### src/rtl/seq_chunk_adder.sv
// Multi-cycle adder/subtractor: processes CHUNK bits per clock with a registered
// inter-chunk carry; results are held stable between completions.
module seq_chunk_adder #(
    parameter int unsigned WIDTH = 16,
    parameter int unsigned CHUNK = 4
) (
    input  logic             clk,
    input  logic             rst,
    input  logic             start,
    input  logic             sub,
    input  logic [WIDTH-1:0] A,
    input  logic [WIDTH-1:0] B,
    input  logic             Cin,
    output logic             busy,
    output logic             done,
    output logic [WIDTH-1:0] S,
    output logic             Cout,
    output logic             Ofl
);

    localparam int unsigned NCH = WIDTH / CHUNK;
    localparam int unsigned CW  = (NCH > 1) ? $clog2(NCH) : 1;
    localparam int unsigned MSB = WIDTH - 1;

    typedef enum logic {IDLE, RUN} state_t;

    state_t           state, state_nxt;
    logic [WIDTH-1:0] a_q, b_q, res_q, res_nxt;
    logic             c_q;
    logic [CW-1:0]    cnt_q;
    logic [CHUNK:0]   sum_c;
    logic             accept_c, step_c, last_c, ofl_c;

    // State register
    always_ff @(posedge clk or posedge rst) begin
        if (rst) state <= IDLE;
        else     state <= state_nxt;
    end

    // Next-state and control strobes
    always_comb begin
        state_nxt = state;
        accept_c  = 1'b0;
        step_c    = 1'b0;
        last_c    = 1'b0;
        case (state)
            IDLE: begin
                if (start) begin
                    accept_c  = 1'b1;
                    state_nxt = RUN;
                end
            end
            RUN: begin
                step_c = 1'b1;
                if (cnt_q == CW'(NCH - 1)) begin
                    last_c    = 1'b1;
                    state_nxt = IDLE;
                end
            end
        endcase
    end

    // One chunk of the ripple, merged into the partial result
    always_comb begin
        sum_c   = {1'b0, a_q[cnt_q*CHUNK +: CHUNK]}
                + {1'b0, b_q[cnt_q*CHUNK +: CHUNK]}
                + {{CHUNK{1'b0}}, c_q};
        res_nxt = res_q;
        res_nxt[cnt_q*CHUNK +: CHUNK] = sum_c[CHUNK-1:0];
        ofl_c   = (a_q[MSB] == b_q[MSB]) && (res_nxt[MSB] != a_q[MSB]);
    end

    // Operand latch, chunk sequencing and result publication
    always_ff @(posedge clk or posedge rst) begin
        if (rst) begin
            a_q   <= '0;
            b_q   <= '0;
            c_q   <= 1'b0;
            res_q <= '0;
            cnt_q <= '0;
            busy  <= 1'b0;
            done  <= 1'b0;
            S     <= '0;
            Cout  <= 1'b0;
            Ofl   <= 1'b0;
        end else begin
            done <= 1'b0;
            if (accept_c) begin
                // Subtraction becomes A + ~B + ~Cin, so Cout=1 means no borrow
                a_q   <= A;
                b_q   <= sub ? ~B : B;
                c_q   <= sub ? ~Cin : Cin;
                cnt_q <= '0;
                busy  <= 1'b1;
            end
            if (step_c) begin
                res_q <= res_nxt;
                c_q   <= sum_c[CHUNK];
                cnt_q <= cnt_q + CW'(1);
            end
            if (last_c) begin
                S    <= res_nxt;
                Cout <= sum_c[CHUNK];
                Ofl  <= ofl_c;
                done <= 1'b1;
                busy <= 1'b0;
            end
        end
    end

endmodule

### config.mk
export PLATFORM = sky130hd
export DESIGN_NAME = seq_chunk_adder
export DESIGN_NICKNAME = d
export VERILOG_FILES = /design/src/rtl/seq_chunk_adder.sv
export SDC_FILE = /design/constraint.sdc
export NUM_CORES = 1
export LEC_CHECK = 0
export CAP_MARGIN = 20
export CORE_MARGIN = 2
export CORE_UTILIZATION = 55
export CTS_BUF_LIST = sky130_fd_sc_hd__clkbuf_4 sky130_fd_sc_hd__clkbuf_8
export DETAILED_ROUTE_END_ITERATION = 12
export PLACE_DENSITY = 0.91
export SLEW_MARGIN = 25
export SYNTH_ARGS = -nofsm -noshare
export SYNTH_HDL_FRONTEND = slang
export SYNTH_SLANG_ARGS = --single-unit
### constraint.sdc
create_clock -name clk -period 3.7 [get_ports clk]
set_input_delay 0.74 -clock clk [delete_from_list [all_inputs] [get_ports clk]]
set_output_delay 0.74 -clock clk [all_outputs]
set_load 0.02 [all_outputs]
==> results.json, run 1 <==
{
  "grt_pass1_vias": 2629,
  "worstSkewPairLatency_ns": 0.35,
  "crit_path_max_fanout": 17,
  "antennaDiodeCount": 0,
  "numCtsBuffers": 9,
  "antenna_found_initial": 0,
  "fin_setup_tns_ns": 0,
  "layout_min_cycle_time_ns": 3.02,
  "ff2ff_path_depth": 6,
  "r2r_start": "cnt_q[0]$_DFFE_PP0P_",
  "fin_nets": 416,
  "r2r_end": "res_q[5]$_DFFE_PP0P_",
  "fp.coreArea_mm2": 0.00603,
  "reg2reg_slack_ns": 0.68,
  "power.leakage_uw": 0.00184,
  "synth_fp_nets": 361,
  "area_delta_synth_final_pct": 23.6,
  "yosys_most_used_dff": "dfrtp_1",
  "fillers": 430,
  "start_kind": "flip-flop",
  "die_w_um": 83.6,
  "hpwl_mm": 5.16,
  "grt_start_max_net_pins": 73,
  "clockBufferDepth": 2,
  "max_freq_mhz": 331,
  "final_max_slew_viol_count": 0,
  "yosysUniqueCellTypes": 38,
  "cts_resized": 0,
  "cts_root_buf": "clkbuf_8",
  "drtIter0Drc": 138,
  "fin_cells": 448,
  "drc": 0,
  "track_usage": 0.223,
  "synth_top_cell_by_area": "dfrtp_1",
  "io_buffers": 56,
  "critPathArrivalTime_ns": 3.31,
  "overflow": 0,
  "cp.required_ns": 3.98,
  "clkTransAtPathRegs_ns": 0.08,
  "synth_edf_count": 0,
  "yosysWarningCount": 0,
  "cts.sinks": 72,
  "hold_depth": 2,
  "seq_area_frac_synth": 0.517,
  "hp-start": "S[4]$_DFFE_PP0P_",
  "die_area_mm2": 0.00699,
  "async_flop_share": 1.00,
  "cts_tree": "yes",
  "row_count": 28,
  "dp.cells": 432,
  "cts_hold_buf": 0,
  "synth_seq_cells": 72,
  "synth_area_mm2": 0.00348,
  "min_to": "S[4]$_DFFE_PP0P_",
  "avgSynthCellArea_um2": 11.1,
  "io-pin-count": 57,
  "drt_first_pass_iters": 4,
  "tightest_slew_ns": 0.922,
  "cts_max_level": 3,
  "final-setup-viol-count": 0,
  "end_kind": "flip-flop",
  "synth_top_cell_area_share": 0.517,
  "cap_violations": 0,
  "initial_utilization": 0.578,
  "vias": 2527,
  "finalClockSkew_ns": 0.0116,
  "cts_setup_buffers": 0,
  "die_h_um": 83.6,
  "hold_path_class": "reg -> reg",
  "synth_cells": 313,
  "grt_pass1_wl_mm": 12.3,
  "wl_per_cell_um": 16.0,
  "finalHoldViolCount": 0,
  "critical_path_class": "reg -> reg",
  "ir_drop_v": 0.000517,
  "drtAntennaViolNets": 0,
  "viasPerCell": 5.64,
  "yosys-top-cells-area": "dfrtp_1 (52%), mux2_2 (5.5%), nand2_1 (5.4%)",
  "cellPowerDensity_mw_per_mm2": 953,
  "status": "finished, final reports clean",
  "drive_gt1_frac": 0.137,
  "wl_mm": 7.16,
  "worstSetupStartpoint": "cnt_q[0]$_DFFE_PP0P_",
  "slew_headroom": 0.383,
  "routabilityCongestion": 0.954,
  "period_share": 0.817,
  "grt_setup_unrepaired": "no"
}
critical path: stages (launching register included):
cell and delay [ns]:
dfrtp_1 0.83, mux4_2 0.61, fa_1 0.45, inv_1 0.09, fa_1 0.49, nor2b_1 0.28
a22o_1 0.20
state kept, by name (all words and copies together), names as in the netlist, 2 cells and up:
| name | flops |
|---|---|
| S | 16 |
| a_q | 16 |
| b_q | 16 |
| res_q | 16 |
| cnt_q | 2 |
cells in the mapped netlist, drive strengths merged, types with 2 or more instances:
| master | number |
|---|---|
| a21oi | 10 |
| a22o | 4 |
| a32o | 3 |
| and3 | 2 |
| and4 | 2 |
| buf | 10 |
| clkbuf | 5 |
| dfrtp | 72 |
| fa | 2 |
| ha | 9 |
| inv | 15 |
| mux2 | 17 |
| mux4 | 8 |
| nand2 | 50 |
| nand3 | 4 |
| nor2 | 4 |
| nor2b | 12 |
| nor3 | 3 |
| o21a | 5 |
| o21ai | 41 |
| o221ai | 4 |
| o31ai | 2 |
| o32a | 3 |
| xnor2 | 18 |
through the flow:
step / total power [uW] / utilization / instance area, um^2 / setup WS, ns / hold slack, ns
floorplan: 2810 / - / 3480 / 1.09 / 0.442
finish: 4100 / 0.714 / 4310 / 0.676 / 0.481
global placement: 3360 / 0.679 / 4090 / 0.817 / 0.456
global route: 4390 / 0.714 / 4310 / 0.542 / 0.499
CTS: 4110 / 0.714 / 4310 / 0.668 / 0.481
detailed placement: 3440 / 0.679 / 4090 / 0.713 / 0.465
where the power goes:
group	internal [uW]	switching, uW
Clock	367	293
Combinational	920	1130
Sequential	1120	270
kinds of logic after synthesis:
group | share of synthesized area
and+or+nand+nor | 0.114
buffers and inverters | 0.0370
adders and majority gates | 0.0438
muxes | 0.107
DFF | 0.517
xor gates and xnor gates | 0.0452
AOI/OAI and AO/OA | 0.136
per-layer routing:
layer / vias to the layer above / track usage / share of wire / wire (um)
met1: 1215 / 0.263 / 0.40 / 2900
met2: 88 / 0.397 / 0.53 / 3760
met3: 16 / 0.0603 / 0.050 / 357
li1: 1208 / - / - / -
met5: - / 0 / 0 / 0
met4: 0 / 0.0718 / 0.020 / 141
cell usage in the layout (no fill, tap or decap), drive strengths merged, types with 4 or more instances in the layout:
master	synthesis	routed
a21oi	10	10
a22o	4	4
clkbuf	5	12
clkdlybuf4s50	0	56
dfrtp	72	72
ha	9	9
inv	15	15
mux2	17	17
mux4	8	8
nand2	50	50
nand3	4	4
nor2	4	4
nor2b	12	12
o21a	5	5
o21ai	41	41
o221ai	4	4
xnor2	18	18
layout make-up:
class	count	area [um^2]	share of cell area
clock buffer	12	165	0.0384
clock inverter	4	51.3	0.0119
multi-input combinational	211	1550	0.361
timing repair buffer	59	583	0.135
sequential	72	1800	0.418
inverter	15	56.3	0.0131
tap	75	93.8	0.0218
worst max-delay path by stage:
stage	end	slack, ns	depth (start not counted)
global route	res_q[5]$_DFFE_PP0P_	0.54	6
CTS	res_q[5]$_DFFE_PP0P_	0.67	6
finish	res_q[5]$_DFFE_PP0P_	0.68	6
detailed placement	res_q[5]$_DFFE_PP0P_	0.71	6
floorplan	res_q[13]$_DFFE_PP0P_	1.09	7
global placement	res_q[9]$_DFFE_PP0P_	0.82	6
Power figures use the tool's default switching activity.
==> run 2: changes to the inputs <==
Settings changed: CORE_UTILIZATION 55 to 50, PLACE_DENSITY 0.91 to 0.87.
Clock period 3.7 ns to 2.4 ns, I/O delays scaled along.
==> run 2 against run 1 <==
- power increased by 84%
- core utilization down 3.0 points
- sequential power rose by 51%
- wire length increased by 4.8%
- register-to-register slack worse by 0.66 ns
- die area increased by 9.5%
- combinational power up 98%
- worst hold slack got worse by 0.0033 ns
- cell area is 7.4% higher
- critical path type unchanged
- largest cell class unchanged
==> results.json, run 2 (synthesis results as in run 1) <==
{
  "critical_path_class": "reg -> reg",
  "cellPowerDensity_mw_per_mm2": 1630,
  "grt_start_max_net_pins": 73,
  "period_share": 0.992,
  "power.leakage_uw": 0.00196,
  "viasPerCell": 5.50,
  "cts_hold_buf": 0,
  "cts.sinks": 72,
  "die_h_um": 87.5,
  "hp-start": "Cout$_DFFE_PP0P_",
  "hold_path_class": "reg -> reg",
  "status": "finished, final reports clean",
  "final_max_slew_viol_count": 0,
  "crit_path_max_fanout": 6,
  "routabilityCongestion": 0.885,
  "slew_headroom": 0.578,
  "hold_depth": 2,
  "clkTransAtPathRegs_ns": 0.07,
  "final_common_cell": "dfrtp_1",
  "end_kind": "flip-flop",
  "drive_gt1_frac": 0.196,
  "finalHoldViolCount": 0,
  "drtAntennaViolNets": 0,
  "finalClockSkew_ns": 0.0101,
  "wl_per_cell_um": 16.2,
  "cp.required_ns": 2.68,
  "r2r_start": "cnt_q[0]$_DFFE_PP0P_",
  "cap_violations": 0,
  "critPathArrivalTime_ns": 2.66,
  "layout_min_cycle_time_ns": 2.38,
  "grt_pass1_vias": 2639,
  "fin_nets": 426,
  "max_freq_mhz": 420,
  "clockBufferDepth": 2,
  "drtIter0Drc": 128,
  "vias": 2546,
  "cts_max_level": 3,
  "cts_root_buf": "clkbuf_8",
  "initial_utilization": 0.516,
  "path_delay_family": "multiplexers",
  "worstSkewPairLatency_ns": 0.35,
  "ff2ff_path_depth": 7,
  "crit_path_cell_trace": "buf_6, mux4_2, ha_4, nand3_4, and3b_4, o32a_1, o21ai_2",
  "tightest_slew_ns": 0.633,
  "fp.coreArea_mm2": 0.00676,
  "ir_drop_v": 0.000706,
  "io-pin-count": 57,
  "track_usage": 0.215,
  "grt_setup_unrepaired": "yes",
  "r2r_end": "S[7]$_DFFE_PP0P_",
  "row_count": 30,
  "layout_common_cells": "dfrtp_1 (71), clkdlybuf4s50_1 (56), nand2_1 (50)",
  "final_util": 0.684,
  "die_area_mm2": 0.00765,
  "wl_mm": 7.50,
  "slowest_delay_ns": 0.54,
  "die_w_um": 87.5,
  "final-setup-viol-count": 0,
  "cp_slowest_cell": "mux4_2",
  "io_buffers": 56,
  "drc": 0,
  "start_kind": "flip-flop",
  "overflow": 0,
  "antennaDiodeCount": 0,
  "grt_pass1_wl_mm": 12.5,
  "drt_first_pass_iters": 4,
  "min_to": "Cout$_DFFE_PP0P_",
  "power_uw": 7560,
  "hpwl_mm": 5.31,
  "fillers": 505,
  "worst-path-buf-inv": 1,
  "reg2reg_slack_ns": 0.02,
  "cts_tree": "yes",
  "area_delta_synth_final_pct": 32.6,
  "numCtsBuffers": 9,
  "antenna_found_initial": 0
}
[run 2: layout make-up]
| cell class | count | area [um^2] | area share |
|---|---|---|---|
| clock buffer | 11 | 151 | 0.0328 |
| tap | 80 | 100 | 0.0217 |
| sequential | 72 | 1800 | 0.390 |
| timing repair buffer | 69 | 703 | 0.152 |
| multi-input combinational | 211 | 1650 | 0.358 |
| clock inverter | 5 | 150 | 0.0325 |
| inverter | 15 | 60.1 | 0.0130 |
[run 2: worst max path at each step]
stage,startpoint,cells after the start,to,slack [ns]
3_3_place_gp,cnt_q[0]$_DFFE_PP0P_,6,S[13]$_DFFE_PP0P_,0.04
3_5_place_dp,cnt_q[0]$_DFFE_PP0P_,6,res_q[9]$_DFFE_PP0P_,-0.04
2_1_floorplan,cnt_q[0]$_DFFE_PP0P_,7,res_q[13]$_DFFE_PP0P_,-0.01
6_report,cnt_q[0]$_DFFE_PP0P_,7,S[7]$_DFFE_PP0P_,0.02
4_1_cts,cnt_q[0]$_DFFE_PP0P_,6,S[13]$_DFFE_PP0P_,0.001
5_1_grt,cnt_q[0]$_DFFE_PP0P_,7,S[11]$_DFFE_PP0P_,-0.06
[run 2: repair_timing]
action	in CTS	in global routing
gates resized for setup	3	21
pin swaps	1	9
buffers inserted	1	0
setup endpoints to repair	11	26
[run 2: per-stage QoR]
stage	cells	hold slack, ns	setup WS [ns]	cell area [um^2]	setup TNS, ns
5_1_grt	463	0.499	-0.0596	4620	-0.600
6_report	463	0.477	0.0203	4620	0
2_1_floorplan	313	0.442	-0.0105	3500	-0.0285
3_5_place_dp	446	0.462	-0.0406	4210	-0.143
3_3_place_gp	446	0.453	0.0354	4210	0
4_1_cts	463	0.479	0.00117	4540	0
[run 2: worst min-delay path, delay by kind of cell (launching register included)]
family,cells,cell delay [ns]
flops,1,0.34
simple gates,2,0.11
[run 2: where the power goes]
group / switching, uW / internal (uW)
clock: 443 / 958
combinational: 2140 / 1910
sequential: 363 / 1740
total: 2950 / 4610
[run 2: layer usage]
| metal | vias to the layer above | global-route usage | wire [um] | part of all wire |
|---|---|---|---|---|
| li1 | 1228 | - | - | - |
| met2 | 76 | 0.366 | 3970 | 0.53 |
| met5 | - | 0 | 0 | 0 |
| met1 | 1227 | 0.265 | 3050 | 0.41 |
| met4 | 0 | 0.0895 | 160 | 0.021 |
| met3 | 15 | 0.0455 | 328 | 0.044 |
